--- src/rtl/bcd2bin_seq_if.sv ---
// Start/done handshake bundle for bcd2bin_seq.
// The sgn wire exists only when BCD2BIN_SIGN_EN is defined.
interface bcd2bin_seq_if #(
    parameter int unsigned WIDTH  = 6,
    parameter int unsigned DIGITS = 2
);
    logic                  start;
    logic [4*DIGITS-1:0]   bcd;
`ifdef BCD2BIN_SIGN_EN
    logic                  sgn;
`endif
    logic [WIDTH-1:0]      bin;
    logic                  busy;
    logic                  done;
    logic                  err;

`ifdef BCD2BIN_SIGN_EN
    modport master (output start, output bcd, output sgn,
                    input bin, input busy, input done, input err);
    modport slave  (input start, input bcd, input sgn,
                    output bin, output busy, output done, output err);
`else
    modport master (output start, output bcd,
                    input bin, input busy, input done, input err);
    modport slave  (input start, input bcd,
                    output bin, output busy, output done, output err);
`endif
endinterface

--- src/rtl/bcd2bin_seq.sv ---
// Sequential packed-BCD to binary converter, one digit per cycle, MSD first, fixed latency.
// Optional feature macro: BCD2BIN_SIGN_EN (adds sgn input, two's complement result).
module bcd2bin_seq #(
    parameter int unsigned WIDTH  = 6,
    parameter int unsigned DIGITS = 2
) (
    input  logic           clk,
    input  logic           rst,
    bcd2bin_seq_if.slave   bus
);
    localparam int unsigned AW = WIDTH + 4;
    localparam int unsigned CW = (DIGITS > 1) ? $clog2(DIGITS) : 1;
    localparam logic [CW-1:0] LAST = CW'(DIGITS - 1);
    localparam logic [AW-1:0] MAX_U = {4'b0, {WIDTH{1'b1}}};
`ifdef BCD2BIN_SIGN_EN
    localparam logic [AW-1:0] POS_MAX = {5'b0, {(WIDTH-1){1'b1}}};
    localparam logic [AW-1:0] NEG_MAX = {4'b0, 1'b1, {(WIDTH-1){1'b0}}};
`endif

    typedef enum logic [1:0] {StIdle, StConv, StFinal} state_e;

    state_e              state_q, state_d;
    logic [4*DIGITS-1:0] sr_q, sr_d;
    logic [AW-1:0]       acc_q, acc_d;
    logic [CW-1:0]       cnt_q, cnt_d;
    logic                bad_q, bad_d;
    logic                ovf_q, ovf_d;
    logic [WIDTH-1:0]    bin_q, bin_d;
    logic                err_q, err_d;
    logic                done_q, done_d;
`ifdef BCD2BIN_SIGN_EN
    logic                sgn_q, sgn_d;
`endif

    logic [3:0]          digit;
    logic                digit_bad;
    logic [AW-1:0]       acc_step;
    logic                step_ovf;
    logic                range_err;
    logic                res_err;
    logic [WIDTH-1:0]    res_bin;
    logic                accept;

    // Headroom of four bits keeps acc*10 + 15 from wrapping when acc <= 2^WIDTH-1.
    always_comb begin
        digit     = sr_q[4*DIGITS-1 -: 4];
        digit_bad = (digit > 4'd9);
        acc_step  = (acc_q << 3) + (acc_q << 1) + {{WIDTH{1'b0}}, digit};
        step_ovf  = (acc_step > MAX_U);
    end

`ifdef BCD2BIN_SIGN_EN
    always_comb begin
        range_err = sgn_q ? (acc_q > NEG_MAX) : (acc_q > POS_MAX);
        res_err   = bad_q | ovf_q | range_err;
        if (res_err) begin
            res_bin = '0;
        end else if (sgn_q) begin
            res_bin = -acc_q[WIDTH-1:0];
        end else begin
            res_bin = acc_q[WIDTH-1:0];
        end
    end
`else
    always_comb begin
        range_err = 1'b0;
        res_err   = bad_q | ovf_q | range_err;
        res_bin   = res_err ? '0 : acc_q[WIDTH-1:0];
    end
`endif

    assign accept = bus.start && ((state_q == StIdle) || (state_q == StFinal));

    always_comb begin
        state_d = state_q;
        sr_d    = sr_q;
        acc_d   = acc_q;
        cnt_d   = cnt_q;
        bad_d   = bad_q;
        ovf_d   = ovf_q;
        bin_d   = bin_q;
        err_d   = err_q;
        done_d  = 1'b0;
`ifdef BCD2BIN_SIGN_EN
        sgn_d   = sgn_q;
`endif

        unique case (state_q)
            StIdle: begin
                state_d = StIdle;
            end
            StConv: begin
                acc_d = step_ovf ? MAX_U : acc_step;
                ovf_d = ovf_q | step_ovf;
                bad_d = bad_q | digit_bad;
                sr_d  = sr_q << 4;
                cnt_d = cnt_q + CW'(1);
                if (cnt_q == LAST) begin
                    state_d = StFinal;
                end
            end
            StFinal: begin
                done_d  = 1'b1;
                bin_d   = res_bin;
                err_d   = res_err;
                state_d = StIdle;
            end
            default: begin
                state_d = StIdle;
            end
        endcase

        // The finishing edge doubles as an accept edge for back-to-back conversions.
        if (accept) begin
            state_d = StConv;
            sr_d    = bus.bcd;
            acc_d   = '0;
            cnt_d   = '0;
            bad_d   = 1'b0;
            ovf_d   = 1'b0;
`ifdef BCD2BIN_SIGN_EN
            sgn_d   = bus.sgn;
`endif
        end
    end

    always_ff @(posedge clk) begin
        if (rst) begin
            state_q <= StIdle;
            sr_q    <= '0;
            acc_q   <= '0;
            cnt_q   <= '0;
            bad_q   <= 1'b0;
            ovf_q   <= 1'b0;
            bin_q   <= '0;
            err_q   <= 1'b0;
            done_q  <= 1'b0;
`ifdef BCD2BIN_SIGN_EN
            sgn_q   <= 1'b0;
`endif
        end else begin
            state_q <= state_d;
            sr_q    <= sr_d;
            acc_q   <= acc_d;
            cnt_q   <= cnt_d;
            bad_q   <= bad_d;
            ovf_q   <= ovf_d;
            bin_q   <= bin_d;
            err_q   <= err_d;
            done_q  <= done_d;
`ifdef BCD2BIN_SIGN_EN
            sgn_q   <= sgn_d;
`endif
        end
    end

    assign bus.busy = (state_q != StIdle);
    assign bus.done = done_q;
    assign bus.bin  = bin_q;
    assign bus.err  = err_q;
endmodule

--- src/flat_wrapper.sv ---
// flat-port wrapper written by rule: the top's interface ports become plain ports
module bcd2bin_seq_flat 
#(
    parameter int unsigned WIDTH  = 6,
    parameter int unsigned DIGITS = 2
)
  (clk, rst, bus_start, bus_bcd, bus_bin, bus_busy, bus_done, bus_err);
  bcd2bin_seq_if #(.WIDTH(WIDTH), .DIGITS(DIGITS)) bus_i ();
  input  logic clk;
  input  logic rst;
  input wire logic [$bits(bus_i.start)-1:0] bus_start;
  input wire logic [$bits(bus_i.bcd)-1:0] bus_bcd;
  output wire logic [$bits(bus_i.bin)-1:0] bus_bin;
  output wire logic [$bits(bus_i.busy)-1:0] bus_busy;
  output wire logic [$bits(bus_i.done)-1:0] bus_done;
  output wire logic [$bits(bus_i.err)-1:0] bus_err;
  assign bus_i.start = bus_start;
  assign bus_i.bcd = bus_bcd;
  assign bus_bin = bus_i.bin;
  assign bus_busy = bus_i.busy;
  assign bus_done = bus_i.done;
  assign bus_err = bus_i.err;
  bcd2bin_seq #(.WIDTH(WIDTH), .DIGITS(DIGITS)) u_core (.clk(clk), .rst(rst), .bus(bus_i));
endmodule
--- config.mk ---
export PLATFORM = sky130hd
export DESIGN_NAME = bcd2bin_seq_flat
export DESIGN_NICKNAME = d
export VERILOG_FILES = /design/src/rtl/bcd2bin_seq_if.sv /design/src/rtl/bcd2bin_seq.sv /design/src/flat_wrapper.sv
export SDC_FILE = /design/constraint.sdc
export NUM_CORES = 1
export LEC_CHECK = 0
export ABC_AREA = 1
export BUFFER_PORTS_ARGS = -buffer_cell sky130_fd_sc_hd__buf_4
export CAP_MARGIN = 20
export CORE_ASPECT_RATIO = 1.2
export CORE_MARGIN = 3
export CORE_UTILIZATION = 51
export CTS_CLUSTER_SIZE = 24
export DETAILED_ROUTE_END_ITERATION = 10
export GPL_TIMING_DRIVEN = 0
export PLACE_DENSITY = 0.74
export SYNTH_ARGS = -nofsm -noshare
export SYNTH_HDL_FRONTEND = slang
export SYNTH_SLANG_ARGS = --single-unit
--- constraint.sdc ---
create_clock -name clk -period 2.07 [get_ports clk]
set_input_delay 0.207 -clock clk [delete_from_list [all_inputs] [get_ports clk]]
set_output_delay 0.207 -clock clk [all_outputs]
set_load 0.05 [all_outputs]
==> results.py, run 1 <==
metrics = {
    "final_layout": {
        "seqCellArea_um2": 606,
        "multi_input_area_um2": 903,
        "finalNetCount": 275,
        "n_antenna_cell": 0,
        "area_delta_synth_final_pct": 19.7,
        "layout-drive-gt1-share_pct": 24.5,
        "finalNonFillerCells": 283,
        "nFillCells": 272,
    },
    "timing": {
        "final.setup.tns_ps": -931,
        "setup_ws_ps": -140,
        "setup-violations-final": 7,
        "fmax_ghz": 0.452,
        "hold_viol_final": 0,
        "slew_violations": 0,
        "finClkSkew_ps": 8.99,
        "rsz0062_at_grt": "yes",
        "tightest_slew_ps": 466,
        "slew_headroom_pct": 68.9,
        "finalCriticalPeriod_ps": 2210,
        "finalCritPeriodShare_pct": 107,
    },
    "global_routing": {
        "grt_pass1_wl_um": 5170,
        "grt_max_degree": 11,
        "track_usage_pct": 16.9,
        "grt.overflow.total": 0,
        "antenna_found_initial": 0,
        "grt_pass1_vias": 1261,
    },
    "clocking": {
        "cts.sinks": 30,
        "cts_tree": "built",
        "cts_made_buffers": 5,
        "htree_levels": 2,
        "clock_path_buffers": 2,
        "clk_latency_ps": 320,
        "path_clk_slew_ps": 90,
        "hold_buffers": 0,
        "cts_root_buffer": "clkbuf_4",
    },
    "route": {
        "via_per_inst": 4.93,
        "first_iter_violations": 26,
        "wl_um": 3070,
        "ant_nets": 0,
        "vias": 1395,
        "dr.pass1.iters": 4,
        "drc": 0,
        "wl_per_cell_um": 10.9,
    },
    "setup_path": {
        "cp.arrival_ps": 2430,
        "rrSetupSlack_ps": -140,
        "crit_type": "flip-flop to flip-flop",
        "cp_max_fo": 5,
        "startpoint_type": "flip-flop",
        "critPathRequiredTime_ps": 2290,
        "cp-end-kind": "flip-flop",
    },
    "die": {
        "die_h_um": 67.7,
        "dieArea_um2": 3890,
        "ios": 20,
        "die_x_um": 57.4,
        "row_count": 21,
        "coreArea_um2": 2920,
        "start_util_pct": 55.5,
    },
    "job": {
        "maxCapViolCount": 0,
    },
    "logic_synthesis": {
        "ys_seq_area_share_pct": 37.1,
        "ys_warn_count": 0,
        "synth_top_area_share_pct": 37.1,
        "ys_types": 27,
        "ys_ff_latch": 30,
        "syn_area_per_cell_um2": 7.36,
        "synthCells": 220,
        "synth_nets": 247,
        "netlist_top_cells_area": "dfxtp_1 37%, nand2_1 12%, ha_1 11%, inv_1 7.9%, a21oi_1 5.6%",
        "synth_area_um2": 1620,
        "synth_top_area_cell": "dfxtp_1",
    },
    "pwr": {
        "p_leak_uw": 0.000993,
        "pwr-share-comb_pct": 19.9,
        "p_int_uw": 938,
        "seqPwrFrac_pct": 48.0,
        "netSwitchingFraction_pct": 28.0,
        "power_frac_clock_pct": 32.2,
        "power_switching_uw": 366,
        "power.density_nw_per_um2": 673,
        "peakVddDrop_mv": 0.523,
    },
    "placement": {
        "dpl.cell_count": 272,
        "port-buffer-count": 18,
        "gp_congestion": 0.803,
        "dp_hpwl_um": 2420,
    },
    "status": {
        "status": "complete, but fails checks",
        "violations": "setup timing",
    },
    "worst_hold_path": {
        "worstHoldPathType": "primary input to flip-flop",
    },
}
[synth_stat cells, drive strengths merged]
cell type,number
a21oi,18
nor2,28
xnor2,1
nand3,6
o211ai,5
dfxtp,30
nor3,8
clkbuf,2
nand3b,1
fa,2
ha,14
clkinv,1
buf,1
o21ai,8
or2,4
xor2,1
nand2,55
inv,35
[kinds of logic (layout without fill, tap and decap cells)]
family | Yosys count | count (layout) | synth area share [%]
fa+ha+maj | 16 | 16 | 13.3
flops | 30 | 30 | 37.1
xor+xnor | 2 | 2 | 1.08
simple gates | 102 | 102 | 28.9
compound gates | 31 | 31 | 10.4
buf+inv | 39 | 68 | 9.27
[sequential cells by signal (all words and copies together) (netlist names)]
name / count
u_core.bad_q: 1
u_core.bus.err: 1
u_core.ovf_q: 1
u_core.bus.done: 1
u_core.state_q: 2
u_core.sr_q: 8
u_core.cnt_q: 1
u_core.acc_q: 9
u_core.bus.bin: 6
[final cells by class]
cell class                      instances  area share, %
Multi-Input combinational cell        151           46.6
Sequential cell                        30           31.2
Timing Repair Buffer                   21           8.13
Inverter                               36           6.97
Clock buffer                            8           4.07
Tap cell                               34           2.19
Buffer                                  3          0.775
[power groups by stage]
stage	Clock (uW)	Combinational (uW)	Sequential [uW]
after floorplan	0	179	635
after global placement	0	232	640
after detailed placement	0	238	640
after CTS	428	247	625
after global routing	464	295	628
final	419	259	626
[path summary, 6_finish.rpt]
check,from,endpoint,cells past startpoint
setup / recovery,u_core.sr_q[7],u_core.acc_q[3],14
hold / removal,bus_bcd[2],u_core.sr_q[2],3
setup reg to reg,u_core.sr_q[7],u_core.acc_q[3],14
hold reg to reg,u_core.acc_q[8],u_core.acc_q[8],2
[through the flow]
step	power [uW]	hold slack, ps	worst slack (ps)	util, %	cell area, um2
floorplan	814	392	7.16	-	1630
global placement	872	447	-176	61.9	1800
detailed placement	878	452	-200	61.9	1800
CTS	1300	171	-137	65.6	1910
global route	1390	186	-294	66.5	1940
finish	1300	182	-140	66.5	1940
[placed cells by master, fill, tap and decap left out, types with 5 or more instances in the layout]
cell type and instances:
nor3_1 7, o211ai_1 5, nand2_2 5, clkbuf_4 5, nor2_1 24, nand2_1 49, inv_1 30, dfxtp_1 26
buf_4 22, ha_1 14, inv_2 5, a21oi_1 18
[metal layers]
| layer | track usage [%] | wire length [um] | up-vias |
|---|---|---|---|
| met5 | 0 | 0 | - |
| met4 | 4.35 | 18 | 0 |
| met3 | 4.59 | 96 | 4 |
| met2 | 29.7 | 1580 | 19 |
| met1 | 20.4 | 1380 | 617 |
| li1 | - | - | 755 |
[what timing repair did]
item / CTS / global route
buffers inserted: 2 / 1
gates cloned: 0 / 0
pin swaps: 4 / 6
setup endpoints to repair: 7 / 7
resized for setup: 6 / 5
[critical path: stages (launching register included)]
cell     delay [ps]
dfxtp_2         340
inv_2            40
fa_1            540
inv_2            50
fa_2            350
nand2_2          80
nand2_2          60
nand3_2          70
nand2_1          50
nand2_1          50
nand2_1          50
nor2_2          150
nand2_4         100
o21ai_2         140
inv_1            40
No activity file was read; power rests on OpenSTA's default activity.
==> run 2, diff against run 1 <==
--- a/config.mk
+++ b/config.mk
@@ -5,7 +5,6 @@
 export SDC_FILE = /design/constraint.sdc
 export NUM_CORES = 1
 export LEC_CHECK = 0
-export ABC_AREA = 1
 export BUFFER_PORTS_ARGS = -buffer_cell sky130_fd_sc_hd__buf_4
 export CAP_MARGIN = 20
 export CORE_ASPECT_RATIO = 1.2
@@ -14,7 +13,7 @@
 export CTS_CLUSTER_SIZE = 24
 export DETAILED_ROUTE_END_ITERATION = 10
 export GPL_TIMING_DRIVEN = 0
-export PLACE_DENSITY = 0.74
+export PLACE_DENSITY = 0.75
 export SYNTH_ARGS = -nofsm -noshare
 export SYNTH_HDL_FRONTEND = slang
 export SYNTH_SLANG_ARGS = --single-unit
==> run 2 against run 1 <==
The run still ends with setup timing left; clock power decreased by 15%; critical path depth fell by 5; highest routed layer unchanged; clock skew shrank 3.0 ps; count of clock-buffer cells in the layout decreased by 1; synthesized cell count decreased by 27%; critical path type unchanged.
==> results.py, run 2 <==
metrics = {
    "logic_synthesis": {
        "ys_types": 36,
        "synth_nets": 188,
        "ys_warn_count": 0,
        "syn_area_per_cell_um2": 9.51,
        "synth-edff-count": 0,
        "synthFlopType": "dfxtp_1",
        "synthCells": 161,
        "synth_top_area_share_pct": 39.2,
        "netlist_top_cells_area": "dfxtp_1 39%, ha_1 11%, nor2_1 4.9%, o221a_1 4.4%, a22oi_1 2.9%",
        "synthArstFlopShare_pct": 0,
        "synth_area_um2": 1530,
        "synth_top_area_cell": "dfxtp_1",
        "ys_seq_area_share_pct": 39.2,
        "yosys-top-cells-count": "30 x dfxtp_1, 20 x nor2_1, 14 x ha_1",
        "ys_ff_latch": 30,
        "synth.most_common_cell": "dfxtp_1",
    },
    "die": {
        "die_h_um": 66.0,
        "dieArea_um2": 3700,
        "coreArea_um2": 2840,
        "die_x_um": 56.0,
        "ios": 20,
        "start_util_pct": 54.0,
        "row_count": 21,
    },
    "placement": {
        "port-buffer-count": 18,
        "gp_congestion": 0.893,
        "dp_hpwl_um": 2380,
    },
    "final_layout": {
        "area_delta_synth_final_pct": 18.9,
        "layout-drive-gt1-share_pct": 23.3,
        "finalNetCount": 215,
        "final_common_cell": "dfxtp_1",
        "largest_reg_flops": 9,
        "top_register": "u_core.acc_q",
        "layout_common_cells": "26 x dfxtp_1, 20 x nor2_1, 20 x buf_4",
        "n_antenna_cell": 0,
        "utilization_pct": 64.2,
    },
    "setup_path": {
        "cp-end-kind": "flip-flop",
        "r2r-start": "u_core.sr_q[7]",
        "crit_start": "u_core.sr_q[7]",
        "startpoint_type": "flip-flop",
        "cp.arrival_ps": 2870,
        "cp_max_fo": 6,
        "critPathRequiredTime_ps": 2280,
        "crit_type": "flip-flop to flip-flop",
        "rrSetupSlack_ps": -580,
    },
    "timing": {
        "finalCriticalPeriod_ps": 2650,
        "rsz0062_at_grt": "yes",
        "final.setup.tns_ps": -3740,
        "slew_violations": 0,
        "setup-violations-final": 7,
        "setup_ws_ps": -583,
        "finalCritPeriodShare_pct": 128,
        "fmax_ghz": 0.377,
        "slew_headroom_pct": 49.2,
        "hold_viol_final": 0,
        "finClkSkew_ps": 5.98,
        "tightest_slew_ps": 757,
    },
    "clocking": {
        "cts_made_buffers": 5,
        "cts_tree": "built",
        "htree_levels": 2,
        "cts_root_buffer": "clkbuf_4",
        "clock_path_buffers": 2,
        "path_clk_slew_ps": 90,
        "cts.sinks": 30,
        "clk_latency_ps": 320,
    },
    "status": {
        "status": "complete, but fails checks",
        "violations": "setup timing",
    },
    "pwr": {
        "power.density_nw_per_um2": 669,
        "p_leak_uw": 0.000779,
        "peakVddDrop_mv": 0.512,
    },
    "global_routing": {
        "grt_max_degree": 11,
        "antenna_found_initial": 0,
        "grt_pass1_wl_um": 5520,
        "grt.overflow.total": 0,
        "track_usage_pct": 19.2,
        "grt_pass1_vias": 1245,
    },
    "route": {
        "wl_per_cell_um": 14.2,
        "ant_nets": 0,
        "via_per_inst": 5.64,
        "vias": 1258,
        "first_iter_violations": 41,
        "dr.pass1.iters": 4,
        "wl_um": 3170,
        "drc": 0,
    },
    "job": {
        "maxCapViolCount": 0,
    },
    "worst_hold_path": {
        "min_from": "bus_bcd[7]",
        "worstHoldPathType": "primary input to flip-flop",
    },
}
[run 2: changes by cell type in the layout (fill, tap and decap cells not counted), sizes merged, moves of 5 or more]
cell / before / now
inv: 35 / 9
o221a: 0 / 6
a22oi: 0 / 6
nor2: 28 / 20
nand3: 6 / 1
a21oi: 18 / 4
nand2b: 0 / 5
o211ai: 5 / 0
nand2: 55 / 10
[run 2: repair_timing]
| item | CTS | global route |
|---|---|---|
| pin swaps | 0 | 3 |
| endpoints found under the setup margin | 7 | 7 |
| hold endpoints to repair | 0 | 0 |
| gates resized for setup | 1 | 4 |
| setup buffers | 1 | 1 |
| hold buffers | 0 | 0 |
[run 2: path summary, 6_finish.rpt]
path | cells past startpoint | end
worst max register to register | 9 | u_core.acc_q[4]
worst max-delay path | 9 | u_core.acc_q[4]
worst min-delay path | 3 | u_core.sr_q[7]
worst min register to register | 1 | u_core.bad_q
[run 2: worst max-delay path, stage by stage (launching register included)]
cell and delay [ps]:
dfxtp_2 350, inv_2 40, fa_1 540, inv_2 50, fa_2 360, nand3_2 80
nand4_1 140, a2111oi_4 470, o2111ai_4 230, o221a_1 280
[run 2: metal layers]
| metal | vias to the layer above | share of wire, % | global-route usage [%] |
|---|---|---|---|
| met1 | 592 | 44 | 21.4 |
| met2 | 24 | 50 | 33.5 |
| met5 | - | 0 | 0 |
| met3 | 7 | 4.1 | 5.47 |
| li1 | 635 | - | - |
| met4 | 0 | 2.4 | 9.50 |
[run 2: area by class of cell]
cell class,instances,area (um2)
Fill cell,255,1020
Inverter,9,33.8
Clock inverter,1,5.00
Timing Repair Buffer,20,150
Tap cell,34,42.5
Buffer,9,35.0
Sequential cell,30,608
Clock buffer,7,55.1
Multi-Input combinational cell,113,891
[run 2: report_power, final]
group          internal (uW)  leakage [uW]  switching [uW]
sequential               604      0.000246            23.3
combinational            106      0.000498             131
clock                    164     0.0000353             190
[run 2: kinds of logic (layout without fill, tap and decap cells)]
family | after synthesis | after routing | synth area share [%]
mux | 4 | 4 | 2.61
flops | 30 | 30 | 39.2
buf+inv | 18 | 46 | 4.49
fa+ha+maj | 16 | 16 | 14.1
compound gates | 34 | 34 | 20.3
xor+xnor | 4 | 4 | 2.29
simple gates | 55 | 55 | 17.0
[run 2: per-stage QoR]
stage | std cells | area [um2] | total power, uW | hold WS [ps] | setup slack, ps
final | 223 | 1820 | 1220 | 168 | -583
after detailed placement | 213 | 1730 | 871 | 454 | -576
after global routing | 223 | 1820 | 1290 | 151 | -684
after CTS | 222 | 1800 | 1230 | 149 | -581
after global placement | 213 | 1730 | 861 | 454 | -538
after floorplan | 161 | 1550 | 810 | 380 | -362
==> run 3, diff against run 2 <==
--- a/config.mk
+++ b/config.mk
@@ -7,7 +7,7 @@
 export LEC_CHECK = 0
 export BUFFER_PORTS_ARGS = -buffer_cell sky130_fd_sc_hd__buf_4
 export CAP_MARGIN = 20
-export CORE_ASPECT_RATIO = 1.2
+export CORE_ASPECT_RATIO = 1.25
 export CORE_MARGIN = 3
 export CORE_UTILIZATION = 51
 export CTS_CLUSTER_SIZE = 24
==> run 3 against run 2 <==
Die area about the same; via count is 1.2% higher; critical endpoint is now u_core.acc_q[5]; global-route usage rose by 0.47 points; final cell count unchanged; largest power group unchanged; the flow still finishes with violations (setup timing).
==> results.py, run 3 (synthesized netlist as in run 2, its figures left out) <==
metrics = {
    "route": {
        "wl_per_cell_um": 14.8,
        "via_per_inst": 5.71,
        "wl_um": 3310,
        "vias": 1273,
        "drc": 0,
        "first_iter_violations": 23,
        "dr.pass1.iters": 5,
        "ant_nets": 0,
    },
    "clocking": {
        "cts_root_buffer": "clkbuf_4",
        "hold_buffers": 0,
        "path_clk_slew_ps": 90,
        "htree_levels": 2,
        "clk_latency_ps": 330,
        "cts.sinks": 30,
        "clock_path_buffers": 2,
        "cts_made_buffers": 5,
        "cts_tree": "built",
    },
    "die": {
        "die_x_um": 55.0,
        "start_util_pct": 55.0,
        "coreArea_um2": 2790,
        "row_count": 21,
        "die_h_um": 67.3,
        "dieArea_um2": 3700,
        "ios": 20,
    },
    "worst_hold_path": {
        "worstHoldPathType": "primary input to flip-flop",
    },
    "global_routing": {
        "grt_pass1_wl_um": 5220,
        "grt_pass1_vias": 1175,
        "grt.overflow.total": 0,
        "grt_max_degree": 11,
        "met3_usage_pct": 5.52,
        "busiest_layer": "met2",
        "use_met1_pct": 22.9,
        "met2_usage_pct": 32.0,
        "track_usage_pct": 19.7,
        "antenna_found_initial": 0,
    },
    "setup_path": {
        "crit_type": "flip-flop to flip-flop",
        "crit_path_frequent_cell": "inv_2",
        "crit_family": "compound AO/OA/AOI/OAI gates",
        "critPathSlowestCell": "fa_1",
        "cp.arrival_ps": 2870,
        "cp_num_buf_inv": 2,
        "max_stage_delay_ps": 490,
        "cp-end-kind": "flip-flop",
        "crit_chain": "inv_2, fa_1, inv_2, fa_2, nand3_2, a221o_1, a2111oi_4, o2111ai_4, o221a_1",
        "critPathRequiredTime_ps": 2300,
        "cp_max_fo": 6,
        "startpoint_type": "flip-flop",
    },
    "timing": {
        "finalCritPeriodShare_pct": 128,
        "hold_slack_ps": 154,
        "slew_violations": 0,
        "finClkSkew_ps": 4.08,
        "finalCriticalPeriod_ps": 2640,
        "rsz0062_at_grt": "yes",
        "fmax_ghz": 0.379,
        "setup_ws_ps": -571,
        "hold_viol_final": 0,
        "setup-violations-final": 7,
        "slew_headroom_pct": 38.0,
        "tightest_slew_ps": 922,
    },
    "final_layout": {
        "largest_reg_flops": 9,
        "utilization_pct": 67.1,
        "n_antenna_cell": 0,
        "seqCellArea_um2": 607,
        "finalNetCount": 216,
        "layout-drive-gt1-share_pct": 24.3,
        "final_common_cell": "dfxtp_1",
        "stdcell_area_um2": 1870,
        "multi_input_area_um2": 911,
        "top_register": "u_core.acc_q",
        "finalNonFillerCells": 223,
        "area_delta_synth_final_pct": 22.0,
        "layout_common_cells": "27 x dfxtp_1, 21 x buf_4, 20 x nor2_1",
        "nFillCells": 232,
    },
    "status": {
        "status": "complete, but fails checks",
        "violations": "setup timing",
    },
    "pwr": {
        "total_power_uw": 1350,
        "p_leak_uw": 0.000794,
        "power.density_nw_per_um2": 725,
        "peakVddDrop_mv": 0.485,
    },
    "placement": {
        "gp_congestion": 0.780,
        "dpl.cell_count": 213,
        "dpl-instance-area_um2": 1730,
        "dp_hpwl_um": 2350,
        "port-buffer-count": 18,
    },
    "job": {
        "maxCapViolCount": 0,
    },
}
run 3: cell types whose count changed in the layout (fill, tap and decap cells not counted), sizes merged:
| cell | delta |
|---|---|
| bufinv | +1 |
| clkbuf | -1 |
| buf | +1 |
| clkinv | -1 |
run 3: cell type report:
cell class,count,share of cell area [%]
Multi-Input combinational cell,113,48.8
Buffer,9,1.88
Timing Repair Buffer,21,8.44
Tap cell,34,2.28
Inverter,9,1.81
Clock inverter,1,1.61
Sequential cell,30,32.5
Clock buffer,6,2.75
run 3: metal layers:
metal | part of all wire [%] | routed length (um)
met3 | 5.2 | 172
met1 | 41 | 1370
met2 | 51 | 1690
met4 | 2.2 | 73
met5 | 0 | 0
run 3: what timing repair did:
item                                    4_1_cts  5_1_grt
resized for setup                             1        6
setup buffers                                 3        0
endpoints found under the setup margin        7        7
pin swaps                                     2        8
run 3: report_power, final:
| group | switching [uW] | total, uW | internal [uW] | leakage (uW) |
|---|---|---|---|---|
| sequential | 22.6 | 626 | 603 | 0.000246 |
| combinational | 137 | 249 | 112 | 0.000504 |
| clock | 198 | 479 | 281 | 0.0000443 |
| total | 358 | 1350 | 996 | 0.000794 |
run 3: per-stage QoR:
step                worst slack, ps  TNS, ps
floorplan                      -362    -2360
global placement               -548    -3600
detailed placement             -608    -4030
CTS                            -593    -3850
global route                   -669    -4400
finish                         -571    -3720
run 3: worst min-delay path, cell delays in order:
cell,delay (ps)
buf_4,80
mux2i_1,50
nor3_1,110
run 3: path summary, 6_finish.rpt:
| path | from | slack [ps] | cells after the start | end |
|---|---|---|---|---|
| max | u_core.sr_q[7] | -570 | 9 | u_core.acc_q[5] |
| min | bus_bcd[2] | 150 | 3 | u_core.sr_q[2] |
| max reg2reg | u_core.sr_q[7] | -570 | 9 | u_core.acc_q[5] |
| min reg2reg | u_core.bad_q | 480 | 1 | u_core.bad_q |
